--- src/rtl/sam_trace_pkg.sv ---
// ---------------------------------------------------------------------------
// sam_trace_pkg
// Shared definitions for the writeback trace buffer:
//   TRACE_DEPTH   default number of trace entries
//   TRACE_SEQW    default width of the sequence and drop counters
//   TRACE_PTR_W   pointer width for the default depth
//   trace_entry_t one stored entry {npc, wb, seq} at the default SEQW
//   entry_width() packed entry width for an arbitrary SEQW
// ---------------------------------------------------------------------------
package sam_trace_pkg;

   localparam int TRACE_DEPTH = 8;
   localparam int TRACE_SEQW  = 16;
   localparam int TRACE_PTR_W = $clog2(TRACE_DEPTH);

   typedef struct packed {
      logic [31:0]           npc;
      logic [31:0]           wb;
      logic [TRACE_SEQW-1:0] seq;
   } trace_entry_t;

   // Entries are stored as {npc, wb, seq}; the width follows the seq width.
   function automatic int entry_width(input int seqw);
      return 64 + seqw;
   endfunction

endpackage

--- src/rtl/sam_trace_ram.sv ---
// ---------------------------------------------------------------------------
// sam_trace_ram
// DEPTH x WIDTH storage for trace entries: one synchronous write port and
// one asynchronous (combinational) read port. Contents are not reset.
// Ports:
//   clk    clock
//   we     write enable, samples waddr/wdata on the rising edge
//   waddr  write address
//   wdata  write data
//   raddr  read address
//   rdata  read data, combinational from raddr
// ---------------------------------------------------------------------------
module sam_trace_ram #(
   parameter int DEPTH = 8,
   parameter int WIDTH = 80,
   parameter int AW    = $clog2(DEPTH)
) (
   input  logic             clk,
   input  logic             we,
   input  logic [AW-1:0]    waddr,
   input  logic [WIDTH-1:0] wdata,
   input  logic [AW-1:0]    raddr,
   output logic [WIDTH-1:0] rdata
);

   logic [WIDTH-1:0] r_mem [DEPTH];

   // NOTE: storage has no reset; validity is tracked by the control pointers,
   // so resetting the array would only cost flops without changing behaviour.
   // NOTE: sequential state uses non-blocking assignments so every flop
   // samples pre-edge values regardless of block evaluation order.
   always_ff @(posedge clk) begin
      if (we) begin
         r_mem[waddr] <= wdata;
      end
   end

   assign rdata = r_mem[raddr];

endmodule

--- src/rtl/sam_wb_trace_buf.sv ---
// ---------------------------------------------------------------------------
// sam_wb_trace_buf
// Captures core writeback events {npc, wb, seq} into a small FIFO and
// presents the oldest entry on a valid/ready output. Captures that arrive
// while the buffer is full (with no simultaneous pop) are dropped and
// counted; the sequence number still advances so gaps are visible.
// Ports:
//   clk       clock, rising edge
//   RN        asynchronous active-low reset
//   cap_en    capture enable
//   wb_valid  writeback strobe qualifying npc_in / wb_in
//   npc_in    next-PC at writeback
//   wb_in     writeback data
//   clear     synchronous flush of entries and counters (highest priority)
//   out_valid head entry available (== !empty)
//   out_ready consumer accepts head entry
//   out_npc   head entry NPC
//   out_wb    head entry writeback data
//   out_seq   head entry sequence number
//   count     current occupancy
//   full      count == DEPTH
//   empty     count == 0
//   drop_cnt  saturating count of captures lost while full
// ---------------------------------------------------------------------------
module sam_wb_trace_buf
   import sam_trace_pkg::*;
#(
   parameter int DEPTH = TRACE_DEPTH,
   parameter int SEQW  = TRACE_SEQW
) (
   input  logic                   clk,
   input  logic                   RN,
   input  logic                   cap_en,
   input  logic                   wb_valid,
   input  logic [31:0]            npc_in,
   input  logic [31:0]            wb_in,
   input  logic                   clear,
   output logic                   out_valid,
   input  logic                   out_ready,
   output logic [31:0]            out_npc,
   output logic [31:0]            out_wb,
   output logic [SEQW-1:0]        out_seq,
   output logic [$clog2(DEPTH):0] count,
   output logic                   full,
   output logic                   empty,
   output logic [SEQW-1:0]        drop_cnt
);

   localparam int PTR_W = $clog2(DEPTH);
   localparam int CNT_W = PTR_W + 1;
   localparam int ENT_W = entry_width(SEQW);

   logic [PTR_W-1:0] r_wr_ptr;
   logic [PTR_W-1:0] r_rd_ptr;
   logic [CNT_W-1:0] r_count;
   logic [SEQW-1:0]  r_seq;
   logic [SEQW-1:0]  r_drop_cnt;

   logic             w_attempt;
   logic             w_push;
   logic             w_pop;
   logic             w_full;
   logic             w_empty;
   logic             w_we;
   logic [ENT_W-1:0] w_wr_data;
   logic [ENT_W-1:0] w_rd_data;

   assign w_full    = (r_count == CNT_W'(DEPTH));
   assign w_empty   = (r_count == '0);
   assign w_attempt = wb_valid & cap_en;
   assign w_pop     = ~w_empty & out_ready;
   // A pop in the same cycle frees a slot, so a full buffer still accepts.
   assign w_push    = w_attempt & (~w_full | w_pop);
   assign w_we      = w_push & ~clear;
   assign w_wr_data = {npc_in, wb_in, r_seq};

   sam_trace_ram #(
      .DEPTH (DEPTH),
      .WIDTH (ENT_W),
      .AW    (PTR_W)
   ) u_ram (
      .clk   (clk),
      .we    (w_we),
      .waddr (r_wr_ptr),
      .wdata (w_wr_data),
      .raddr (r_rd_ptr),
      .rdata (w_rd_data)
   );

   always_ff @(posedge clk or negedge RN) begin
      if (!RN) begin
         r_wr_ptr   <= '0;
         r_rd_ptr   <= '0;
         r_count    <= '0;
         r_seq      <= '0;
         r_drop_cnt <= '0;
      end else if (clear) begin
         r_wr_ptr   <= '0;
         r_rd_ptr   <= '0;
         r_count    <= '0;
         r_seq      <= '0;
         r_drop_cnt <= '0;
      end else begin
         // Pointers wrap naturally because DEPTH is a power of two.
         if (w_push) r_wr_ptr <= r_wr_ptr + PTR_W'(1);
         if (w_pop)  r_rd_ptr <= r_rd_ptr + PTR_W'(1);

         if (w_push && !w_pop) begin
            r_count <= r_count + CNT_W'(1);
         end else if (!w_push && w_pop) begin
            r_count <= r_count - CNT_W'(1);
         end

         // Every capture attempt consumes a sequence number, kept or dropped.
         if (w_attempt) r_seq <= r_seq + SEQW'(1);

         if (w_attempt && !w_push && (r_drop_cnt != '1)) begin
            r_drop_cnt <= r_drop_cnt + SEQW'(1);
         end
      end
   end

   assign out_valid = ~w_empty;
   assign out_npc   = w_rd_data[ENT_W-1 -: 32];
   assign out_wb    = w_rd_data[SEQW +: 32];
   assign out_seq   = w_rd_data[SEQW-1:0];
   assign count     = r_count;
   assign full      = w_full;
   assign empty     = w_empty;
   assign drop_cnt  = r_drop_cnt;

endmodule
--- config.mk ---
export PLATFORM = sky130hd
export DESIGN_NAME = sam_wb_trace_buf
export DESIGN_NICKNAME = d
export VERILOG_FILES = /design/src/rtl/sam_trace_pkg.sv /design/src/rtl/sam_trace_ram.sv /design/src/rtl/sam_wb_trace_buf.sv
export SDC_FILE = /design/constraint.sdc
export NUM_CORES = 1
export LEC_CHECK = 0
export ABC_CLOCK_PERIOD_IN_PS = 14100
export CAP_MARGIN = 10
export CORE_MARGIN = 2
export CORE_UTILIZATION = 50
export CTS_CLUSTER_SIZE = 12
export DETAILED_ROUTE_END_ITERATION = 8
export GPL_ROUTABILITY_DRIVEN = 0
export HOLD_SLACK_MARGIN = 0.12
export PLACE_DENSITY = 0.69
export REMOVE_ABC_BUFFERS = 1
export SETUP_SLACK_MARGIN = 0.1
export SLEW_MARGIN = 5
export SYNTH_ARGS = -nofsm -noshare
export SYNTH_HDL_FRONTEND = slang
export SYNTH_SLANG_ARGS = --single-unit
export TNS_END_PERCENT = 5
--- constraint.sdc ---
create_clock -name clk -period 14.1 [get_ports clk]
set_clock_uncertainty 0.2 [all_clocks]
set_input_delay 2.115 -clock clk [delete_from_list [all_inputs] [get_ports clk]]
set_output_delay 2.115 -clock clk [all_outputs]
set_load 0.01 [all_outputs]
==> key figures <==
Run status
  • Status: finished, final reports clean

Synthesis
  • Largest cells by area after synthesis: edfxtp_1 (73%), mux4_2 (14%), dfrtp_1 (4.0%)
  • Top_reg_cell synth: edfxtp_1
  • Seq/Total Area, Yosys: 0.7696
  • Dominant cell type by area after synthesis: edfxtp_1
  • Most instantiated cells after synthesis: edfxtp_1 (640), mux4_2 (160), mux2_2 (84)
  • Post-synthesis cell type count: 51
  • Yosys reg bits: 682
  • Cells after Synth: 1179
  • Number of synthesized flops with an enable pin: 640
  • Most frequent cell after synthesis: edfxtp_1
  • Yosys top cell area share: 0.7297
  • Yosys warns: 0
  • Mapped cell area: 26340 µm²
  • Avg Cell Area, Syn: between 20 and 25 µm²
  • Post-synth ARST share: 0.06158

Floorplanning
  • Core area: 52340 µm²
  • DIE AREA: about 55000 µm²
  • Initial Util: 0.5032
  • IO Pins: 173
  • Cell Rows: 84
  • Die Y: 233.5 µm
  • Die width: about 230 µm

Critical path
  • Worst path arrival time: 4.66 ns
  • Crit path cell chain: buf_4 > buf_4 > mux4_2 > mux2_2 > clkdlybuf4s50_1
  • Worst path required time: 11.78 ns
  • Top delay family on crit path: buffers and inverters
  • Buf+Inv Stages, Crit Path: 3
  • CP endpoint kind: output port
  • Kind of critical path: flop to output port
  • Crit-path slowest cell: buf_4
  • Flop-to-flop setup slack: 11.01 ns
  • CP max stage delay: 0.95 ns
  • Cell mode on critical path: buf_4
  • CP max FO: 53
  • Worst setup SP type: flop

STA
  • RSZ-0062 raised after global routing: no
  • Final Hold Fails: 0
  • Setup tns final: 0 ns
  • Worst-Margin Slew: roughly 1.1 ns
  • Setup-failing EPs final: 0
  • Minimum clock period after layout: 6.980 ns
  • Fmax achieved: approximately 0.14 GHz
  • Period Utilization, post-route: 0.4950
  • Relative slew slack: 0.2638
  • Slew Limit Fails: 0

CTS
  • Clk buf depth: 3
  • Hold_buf cts: 0
  • CTS buffer count: 71
  • Clk sinks: between 600 and 700
  • CTS tree: yes
  • Clock root cell: clkbuf_16
  • Clock Pin Slew Worst Setup and Hold Paths: 0.06 ns
  • PostCTS Resize Cnt: 0
  • Post-CTS setup buffers: 0
  • Clock latency on the worst-skew pair: 0.59 ns
  • Htree depth: 3

Detailed routing
  • Initial DRC count: 959
  • WL final: 51650 µm
  • DRT Pass-1 Iters: 5
  • Wirelength per Cell: 24.43 µm
  • Via count: 12.30k
  • Via density: 5.820
  • Antenna-violating nets left: 0
  • DRC Markers: 0

Min path
  • HP Class: flop to flop

Global route
  • First-pass GRT wire length: 77930 µm
  • Vias in the first global route: 12.87k
  • Initial antenna violation count: 0
  • Largest net degree at the start of global routing: 75
  • All-layer global routing usage: 0.1944
  • GR Overflow Total: 0

Place
  • IO Port Bufs: approximately 170
  • DPL Wire Length: between 20000 and 30000 µm

Finish
  • Area Overhead vs Synth: 17.64%
  • Layout cell share with drive strength beyond 1: 0.2653
  • Final #Nets: 1468

Job
  • Max-cap violation count: 0

Power
  • Maximum VDD drop: 102.9 µV
  • Pleak: 9.616 nW
  • Power per Cell Area: about 160 nW/µm²
  • Total Power: between 4 and 5 mW
[routing by layer]
metal / part of all wire / up-vias / wire length [µm] / track usage
met4: 0.019 / 0 / 958 / 0.06013
met5: 0 / - / 0 / 0
met2: 0.50 / 339 / 25600 / 0.3170
met3: 0.052 / 69 / 2673 / 0.03333
li1: - / 5366 / - / -
met1: 0.43 / 6530 / 22410 / 0.2713
[final timing paths]
kind	startpoint	end	depth (start not counted)
min in group asynchronous	RN	drop_cnt[8]	1
hold / removal	drop_cnt[14]	drop_cnt[14]	1
setup reg to reg	count[2]	count[3]	7
setup / recovery	r_rd_ptr[0]	out_npc[13]	5
hold reg to reg	drop_cnt[14]	drop_cnt[14]	1
max in group asynchronous	RN	r_rd_ptr[0]	1
[area by class of cell]
type | count | area [µm²]
inverter | 9 | 38.79
fill | 3742 | 21360
clock buffer | 91 | 1946
timing repair buffer | 194 | 1877
tap | 688 | 860.8
antenna | 1 | 2.502
multi-input combinational | 433 | 5831
clock inverter | 16 | 145.1
sequential | 682 | 20280
[flip-flops by register name, summed over array words and instances (netlist names)]
signal	count
count	4
drop_cnt	16
r_wr_ptr	3
u_ram.r_mem	640
r_rd_ptr	3
r_seq	16
[kinds of logic (layout without fill, tap and decap cells)]
| logic type | Yosys count | in the layout | share of synthesized area |
|---|---|---|---|
| flip-flops | 682 | 682 | 0.7696 |
| multiplexers | 246 | 246 | 0.1735 |
| XOR/XNOR | 15 | 15 | 0.004988 |
| adder cells (fa/ha/maj) | 7 | 7 | 0.003611 |
| AO/OA/AOI/OAI | 51 | 51 | 0.01221 |
| other | 0 | 1 | 0 |
| buffers and inverters | 64 | 310 | 0.01107 |
| AND/OR/NAND/NOR | 114 | 114 | 0.02499 |
[layout by cell type, fill, tap and decap left out, types with 3 or more instances in the layout]
cell type,instances
a21oi_1,22
and2_1,3
and4_1,4
buf_4,22
clkbuf_1,14
clkbuf_16,74
clkbuf_8,3
clkdlybuf4s50_1,170
clkinv_1,7
dfrtp_1,39
dfrtp_4,3
edfxtp_1,640
ha_1,6
inv_1,8
mux2_2,84
mux4_2,160
nand2_1,18
nand2b_1,3
nand3_1,9
nand4_1,10
nor2_1,20
nor2_4,6
nor2b_1,4
nor3_1,3
o21ai_0,9
o31ai_1,10
o41ai_1,3
or3_1,4
or4_1,11
xnor2_1,4
xor2_1,11
[per-stage QoR]
stage	cell area [µm²]	hold slack, ns	cells	util	worst slack (ns)
finish	30980	0.3755	2114	0.5919	7.120
global route	30980	0.4024	2113	0.5919	6.648
CTS	30980	0.3725	2113	0.5919	6.894
detailed placement	28890	0.3571	2006	0.5519	7.564
global placement	28890	0.3469	2006	0.5519	7.557
floorplan	26080	0.3464	1124	-	4.661
[worst reg2reg max path, cell delays in order (launching register included)]
cell,delay [ns]
dfrtp_1,0.45
o41ai_1,0.72
o211ai_2,0.33
ha_1,0.36
a21o_2,0.21
a21oi_1,0.16
mux2i_1,0.21
mux2_2,0.34
[power breakdown]
part / leakage [nW] / switching, mW / internal, mW / total [mW]
logic: 2.32 / 0.393 / 0.571 / 0.964
registers: 6.28 / 0.0503 / 2.24 / 2.29
clock network: 1.01 / 0.715 / 1.00 / 1.71
(Power assumes the default switching activity.)
